===== config.mk =====
export PLATFORM = sky130hd
export DESIGN_NAME = vga_controller
export DESIGN_NICKNAME = d
export VERILOG_FILES = /design/src/rtl/vga_pkg.sv /design/src/rtl/vga_counter.sv /design/src/rtl/vga_controller.sv
export SDC_FILE = /design/constraint.sdc
export NUM_CORES = 1
export LEC_CHECK = 0
export ABC_CLOCK_PERIOD_IN_PS = 2200
export CORE_MARGIN = 1.5
export CORE_UTILIZATION = 41
export DETAILED_ROUTE_END_ITERATION = 8
export PLACE_DENSITY = 0.9
export SYNTH_ARGS = -nofsm -noshare
export SYNTH_HDL_FRONTEND = slang
export SYNTH_SLANG_ARGS = --single-unit

===== constraint.sdc =====
create_clock -name clk -period 2.2 [get_ports clk]
set_input_delay 0.44 -clock clk [delete_from_list [all_inputs] [get_ports clk]]
set_output_delay 0.44 -clock clk [all_outputs]
set_load 0.005 [all_outputs]

===== src/rtl/vga_pkg.sv =====
// Default 640x480@60 timing constants, derived totals and sync windows shared by
// the VGA timing generator and its counters.
package vga_pkg;

    localparam int CNT_W = 10;

    localparam int VGA_H_ACTIVE = 640;
    localparam int VGA_H_FP     = 16;
    localparam int VGA_H_SYNC   = 96;
    localparam int VGA_H_BP     = 48;
    localparam int VGA_V_ACTIVE = 480;
    localparam int VGA_V_FP     = 10;
    localparam int VGA_V_SYNC   = 2;
    localparam int VGA_V_BP     = 33;

    localparam int VGA_H_TOTAL  = VGA_H_ACTIVE + VGA_H_FP + VGA_H_SYNC + VGA_H_BP;
    localparam int VGA_V_TOTAL  = VGA_V_ACTIVE + VGA_V_FP + VGA_V_SYNC + VGA_V_BP;

    localparam int VGA_HS_START = VGA_H_ACTIVE + VGA_H_FP;
    localparam int VGA_HS_END   = VGA_HS_START + VGA_H_SYNC;
    localparam int VGA_VS_START = VGA_V_ACTIVE + VGA_V_FP;
    localparam int VGA_VS_END   = VGA_VS_START + VGA_V_SYNC;

    localparam logic [CNT_W-1:0] CNT_ZERO = 10'd0;
    localparam logic [CNT_W-1:0] CNT_ONE  = 10'd1;

    // Half-open window test lo <= cnt < hi
    function automatic logic in_window(input logic [CNT_W-1:0] cnt,
                                       input logic [CNT_W-1:0] lo,
                                       input logic [CNT_W-1:0] hi);
        return (cnt >= lo) && (cnt < hi);
    endfunction

endpackage


===== src/rtl/vga_counter.sv =====
// 10-bit wrapping counter with enable; wrap pulses on the enabled cycle that
// holds the terminal value so it can chain into the next counter.
module vga_counter
    import vga_pkg::*;
(
    input  logic             clk,
    input  logic             reset,
    input  logic             en,
    input  logic [CNT_W-1:0] term,
    output logic [CNT_W-1:0] count,
    output logic             wrap
);

    assign wrap = en && (count == term);

    // Count register: clear on wrap, otherwise step when enabled
    always_ff @(posedge clk or posedge reset) begin
        if (reset) begin
            count <= CNT_ZERO;
        end else if (wrap) begin
            count <= CNT_ZERO;
        end else if (en) begin
            count <= count + CNT_ONE;
        end
    end

endmodule


===== src/rtl/vga_controller.sv =====
// VGA timing generator: divides clk by two into a pixel tick, runs chained h/v
// counters and registers colour and active-low sync with a common 1-tick latency.
module vga_controller
    import vga_pkg::*;
#(
    parameter int H_ACTIVE = VGA_H_ACTIVE,
    parameter int H_FP     = VGA_H_FP,
    parameter int H_SYNC   = VGA_H_SYNC,
    parameter int H_BP     = VGA_H_BP,
    parameter int V_ACTIVE = VGA_V_ACTIVE,
    parameter int V_FP     = VGA_V_FP,
    parameter int V_SYNC   = VGA_V_SYNC,
    parameter int V_BP     = VGA_V_BP
)(
    input  logic        clk,
    input  logic        reset,
    output logic [31:0] pxl_x,
    output logic [31:0] pxl_y,
    input  logic [3:0]  red_in,
    input  logic [3:0]  green_in,
    input  logic [3:0]  blue_in,
    output logic [3:0]  vga_r,
    output logic [3:0]  vga_g,
    output logic [3:0]  vga_b,
    output logic        hsync,
    output logic        vsync,
    output logic        active,
    output logic        frame_start
);

    localparam logic [CNT_W-1:0] H_TERM = CNT_W'(H_ACTIVE + H_FP + H_SYNC + H_BP - 1);
    localparam logic [CNT_W-1:0] V_TERM = CNT_W'(V_ACTIVE + V_FP + V_SYNC + V_BP - 1);
    localparam logic [CNT_W-1:0] H_ACT  = CNT_W'(H_ACTIVE);
    localparam logic [CNT_W-1:0] V_ACT  = CNT_W'(V_ACTIVE);
    localparam logic [CNT_W-1:0] HS_LO  = CNT_W'(H_ACTIVE + H_FP);
    localparam logic [CNT_W-1:0] HS_HI  = CNT_W'(H_ACTIVE + H_FP + H_SYNC);
    localparam logic [CNT_W-1:0] VS_LO  = CNT_W'(V_ACTIVE + V_FP);
    localparam logic [CNT_W-1:0] VS_HI  = CNT_W'(V_ACTIVE + V_FP + V_SYNC);

    logic             phase_r;
    logic             pixel_tick_s;
    logic [CNT_W-1:0] h_cnt_s;
    logic [CNT_W-1:0] v_cnt_s;
    logic             h_wrap_s;
    logic             v_wrap_s;
    logic             active_s;
    logic [11:0]      rgb_nxt_s;
    logic             hsync_nxt_s;
    logic             vsync_nxt_s;

    // Divide-by-two phase; the tick is high on every other clk edge
    always_ff @(posedge clk or posedge reset) begin
        if (reset) begin
            phase_r <= 1'b0;
        end else begin
            phase_r <= ~phase_r;
        end
    end

    assign pixel_tick_s = phase_r;

    vga_counter u_h_cnt (
        .clk   (clk),
        .reset (reset),
        .en    (pixel_tick_s),
        .term  (H_TERM),
        .count (h_cnt_s),
        .wrap  (h_wrap_s)
    );

    // The line carry advances v, so both wrap on the same tick at frame end
    vga_counter u_v_cnt (
        .clk   (clk),
        .reset (reset),
        .en    (h_wrap_s),
        .term  (V_TERM),
        .count (v_cnt_s),
        .wrap  (v_wrap_s)
    );

    assign active_s    = (h_cnt_s < H_ACT) && (v_cnt_s < V_ACT);
    assign active      = active_s;
    assign pxl_x       = {{(32-CNT_W){1'b0}}, h_cnt_s};
    assign pxl_y       = {{(32-CNT_W){1'b0}}, v_cnt_s};
    assign frame_start = pixel_tick_s && (h_cnt_s == CNT_ZERO) && (v_cnt_s == CNT_ZERO);

    // Next colour and sync levels for the pixel the counters currently address
    always_comb begin
        rgb_nxt_s   = 12'h000;
        hsync_nxt_s = 1'b1;
        vsync_nxt_s = 1'b1;
        if (active_s) begin
            rgb_nxt_s = {red_in, green_in, blue_in};
        end else begin
            rgb_nxt_s = 12'h000;
        end
        hsync_nxt_s = !in_window(h_cnt_s, HS_LO, HS_HI);
        vsync_nxt_s = !in_window(v_cnt_s, VS_LO, VS_HI);
    end

    // Output registers, loaded once per pixel tick
    always_ff @(posedge clk or posedge reset) begin
        if (reset) begin
            vga_r <= 4'h0;
            vga_g <= 4'h0;
            vga_b <= 4'h0;
            hsync <= 1'b1;
            vsync <= 1'b1;
        end else if (pixel_tick_s) begin
            vga_r <= rgb_nxt_s[11:8];
            vga_g <= rgb_nxt_s[7:4];
            vga_b <= rgb_nxt_s[3:0];
            hsync <= hsync_nxt_s;
            vsync <= vsync_nxt_s;
        end
    end

endmodule


**Word level (Yosys, flattened, before mapping)**

Index checks and enable logic that the tools add are counted.

- Register bits after elaboration: 35
- Input port bits: 14
- Logic and storage cells: 37
- Output and inout port bits: 80

- Mux-type cells: 5
- Equality and inequality tests: 2
- Add/subtract/negate cells: 2
- Bitwise gates (word level): 1
- Reductions and logical operators: 13
- Order comparisons: 6

Operators with widths:

| operator | count |
|---|---|
| $mux W10 | 4 |
| $add A10 B1 Y10 const B | 2 |
| $eq A10 B10 Y1 const B | 2 |
| $logic_not A10 Y1 | 2 |
| $lt A10 B10 Y1 const B | 2 |
| $lt A10 B9 Y1 const B | 2 |
| $mux W12 | 1 |
| $ge A10 B10 Y1 const B | 1 |
| $ge A10 B9 Y1 const B | 1 |
| $logic_and A1 B1 Y1 | 7 |
| $reduce_bool A2 Y1 | 2 |
| $logic_not A1 Y1 | 2 |
| $not A1 Y1 | 1 |

**Logic depth before layout (Yosys ltp)**

Gate-level depths: netlist (run 1).

- Depth in word-level cells: 4
- Depth in mapped cells: 6
- Gate-level depth less buffers: 6

**Cells and area by module**

From an unflattened synthesis (run 1), not the netlist that was laid out.

- Cell total of the unflattened synthesis: 223
- Area total of the unflattened synthesis: 2245.9 sq um

By module, submodules not included:

| module | times used | cells an instance | seq. area each (sq um) | area each (sq um) |
|---|---|---|---|---|
| vga_counter | 2 | 63 | 250.2 | 624.3 |
| vga_controller | 1 | 97 | 377.9 | 997.2 |

**Least setup slack after synthesis (run 1)**

No wires, ideal clock.

- Path kind: register to output
- Start point: register u_v_cnt.count[7]
- End point: output port active
- Cell stages (with the launch flop): 6
- Buffers on the path: 1
- Arrival: 1.477 ns
- Required time: 1.760 ns
- Setup slack: 0.283 ns
- Path through: dfrtp_1 > and3_1 > and2_1 > or3b_2 > buf_2 > inv_1

- Word-level cells in the longest chain between the ends: 2

RTL lines:

| element | RTL line | text |
|---|---|---|
| start, declared | vga_counter.sv:10 | `output logic [CNT_W-1:0] count,` |
| start signal, assigned | vga_counter.sv:23 | `count <= count + CNT_ONE;` |
| $lt A10 B9 Y1 | vga_controller.sv:81 | `assign active_s = (h_cnt_s < H_ACT) && (v_cnt_s < V_ACT);` |
| $logic_and A1 B1 Y1 | vga_controller.sv:81 |  |
| end, declared | vga_controller.sv:27 | `output logic active,` |

No other way between the ends.

**Worst setup path after layout (run 1)**

Ends and elaborated chain as after synthesis.

==> results of run 1 <==
-- per-layer routing --
metal  wire (µm)  track usage, %  vias to the layer above
li1            -               -                      771
met1        2040           23.43                      785
met2        2412           31.21                       65
met3         280           4.938                       10
met4          98           9.053                        0
met5           0               0                        -
-- worst register-to-register path, delay by kind of cell (launching register included) --
family	cells	cell delay, ns
AND/OR/NAND/NOR	3	0.95
flip-flops	1	0.35
AO/OA/AOI/OAI	1	0.27
adder cells (fa/ha/maj)	1	0.21
buffers and inverters	1	0.14
-- power by group --
part	switching, µW	internal, µW	leakage (µW)
Clock	238	367	0.0000612
Sequential	6.49	655	0.000440
Combinational	44.9	45.2	0.000768
-- worst max path at each step --
stage	startpoint	endpoint	slack, ns	cells after the start
global placement	u_h_cnt.count[1]$_DFFE_PP0P_	frame_start	-0.04	6
floorplan	u_v_cnt.count[7]$_DFFE_PP0P_	active	0.28	5
CTS	u_v_cnt.count[6]$_DFFE_PP0P_	active	0.05	5
global route	u_v_cnt.count[5]$_DFFE_PP0P_	frame_start	-0.02	6
finish	u_v_cnt.count[7]$_DFFE_PP0P_	active	0.03	5
detailed placement	u_h_cnt.count[1]$_DFFE_PP0P_	frame_start	-0.15	6
-- flip-flops by register name (all words and copies together), names as in the netlist --
name / flops
u_h_cnt.count: 10
u_v_cnt.count: 10
phase_r: 1
vga_b: 4
vsync: 1
hsync: 1
vga_r: 4
vga_g: 4
-- cell type report --
class                      count  area share, %
multi-input combinational    151          34.00
clock inverter                 2          1.271
timing repair buffer          79          25.74
clock buffer                   6          2.996
sequential                    35          31.87
tap                           67          3.041
inverter                       8          1.089
-- kinds of logic (layout without fill, tap and decap cells) --
| family | after synthesis | count (layout) | synth area share [%] |
|---|---|---|---|
| mux | 2 | 2 | 1.046 |
| buf+inv | 60 | 95 | 19.69 |
| compound gates | 27 | 27 | 9.846 |
| other cells | 1 | 44 | 0.1844 |
| fa+ha+maj | 4 | 4 | 2.462 |
| xor+xnor | 10 | 10 | 4.308 |
| flops | 35 | 35 | 43.20 |
| simple gates | 64 | 64 | 19.26 |
-- cell usage after synthesis, drive strengths merged (2+ instances only) --
master / count / area, µm²
nor2: 6 / 22.52
nand4: 6 / 52.55
clkbuf: 4 / 15.01
nand4b: 2 / 17.52
o2bb2ai: 12 / 105.1
inv: 8 / 30.03
nor3: 3 / 20.02
ha: 4 / 50.05
xnor2: 7 / 61.31
nor4: 4 / 40.04
nand2: 18 / 67.56
or4: 2 / 18.77
and4: 2 / 17.52
o31ai: 2 / 15.01
dfstp: 2 / 52.55
nand3: 9 / 45.04
and3: 6 / 37.54
xor2: 3 / 26.28
dfrtp: 33 / 825.8
o21ai: 7 / 35.03
buf: 48 / 355.3
-- through the flow --
step	util (%)	cells	cell area, µm²	hold slack [ns]
2_1_floorplan	-	246	2195	0.4755
3_3_place_gp	54.55	336	2594	0.4708
3_5_place_dp	54.55	336	2594	0.4726
4_1_cts	57.66	346	2741	0.4928
5_1_grt	57.97	348	2756	0.5177
6_report	57.97	348	2756	0.4896
-- timing repair --
action | in CTS | in global routing
buffers inserted | 2 | 2
gates resized for setup | 9 | 0
endpoints found under the setup margin | 2 | 2
pin swaps | 1 | 0
==> reports/metrics.cfg, run 1 <==
[outcome]
status = completed

[cells_and_area]
multi_input_area_um2 = 937.1
antennaDiodeCount = 0
layout_common_cells = 47 x clkdlybuf4s50_1, 44 x conb_1, 33 x dfrtp_1
final_common_cell = clkdlybuf4s50_1
register_area_um2 = 878.3
num-nets-final = 298
fillers = 428
final_layout_size_suffix_gt1_share_pct = 18.15
area_growth_pct = 35.57

[min_path]
hp-start = vga_b[2]$_DFFE_PP0P_
min_to = vga_b[2]$_DFFE_PP0P_
holdPathStages = 1
worstHoldPathType = flop to flop

[detailed_routing]
final_antenna_net_count = 0
drt-vias-per-instance = 4.687
drt-total-wl_mm = 4.831
avgRoutedWirePerCell_um = 13.88
drcViolationCount = 0
vias = 1631
drt-initial-drc-count = 111
drt-pass1-iter-count = 4

[timing]
drv_slew = 0
setup_slack_ns = 0.03098
fin_crit_ns = 2.169
tightestPinTransition_ns = 0.6550
slew-limit-headroom_pct = 56.01
rsz0062_at_grt = yes
hold_viol = 0
setup_violations = 0
clock_skew_ns = 0.005158
tns_ns = 0
fin_crit_sh_pct = 98.59
clock.fmax_mhz = 461.0

[floorplan]
die_height_um = 73.42
row_count = 25
die_area_um2 = 5391
core-area_um2 = 4755
ios = 94
die_w_um = 73.42
start_util_pct = 42.76

[logic_synthesis]
ys_seq_area_share_pct = 43.20
async_reset_ff_share_pct = 100.0
synth_ff_type = dfrtp_1
syn_area_per_cell_um2 = 10.02
synth_cell_types = 44
synth-seq-cells = 35
yosys_warnings = 0
synth_area_um2 = 2033
synth_cells = 203
synth-edff-count = 0

[critical_path]
r2r_setup_slack_ns = 0.19
cp.arrival_ns = 1.73
worstSetupPathType = flop to output port
max_stage_delay_ns = 0.39
cp_num_buf_inv = 2
crit_family = simple AND/OR/NAND/NOR gates
reg2reg_from = u_h_cnt.count[0]$_DFFE_PP0P_
cp_data_required_time_ns = 1.76
crit_fanout = 2
worstRegToRegCells = 6
start_kind = flop
crit_path_end_kind = output port
worstReg2RegEnd = u_v_cnt.count[4]$_DFFE_PP0P_
cp_cell_sequence = and3_1 > and2_1 > or3b_4 > inv_1 > dlygate4sd2_1
slowest_stage = dfrtp_1

[cts]
clk_path_buf_depth = 2
tritoncts = built
cts_hold_buf = 0
clock-sinks = 35
h-tree-depth = 2
cts_root_buffer = clkbuf_8
cts-buffers-inserted = 5
clk_latency_ns = 0.29
cts.reportedPaths.clkPinSlew_ns = 0.07

[grt]
first_global_vias = 1572
grt_usage_pct = 19.06
grt_pass1_wl_mm = 7.672
grt_max_degree = 36
antenna_found_initial = 0
gr-total-overflow = 0

[power_and_ir_drop]
power.density_nw_per_um2 = 491.7
vdd_drop_max_uv = 289.7
power.total_uw = 1355
power_leakage_uw = 0.001269

[placement]
post-place-ws_ns = -0.1471
gp_congestion = 0.8544
dp_hpwl_mm = 3.418
io_buffers = 49

[run]
maxCapViolations = 0

No activity file was read; power rests on OpenSTA's default activity.
==> run 2, diff against run 1 <==
Settings changed: GPL_ROUTABILITY_DRIVEN from default to 0, HOLD_SLACK_MARGIN from default to 0.06.
==> results of run 2 <==
The final DEF is identical to that of run 1; final timing and power are the same.
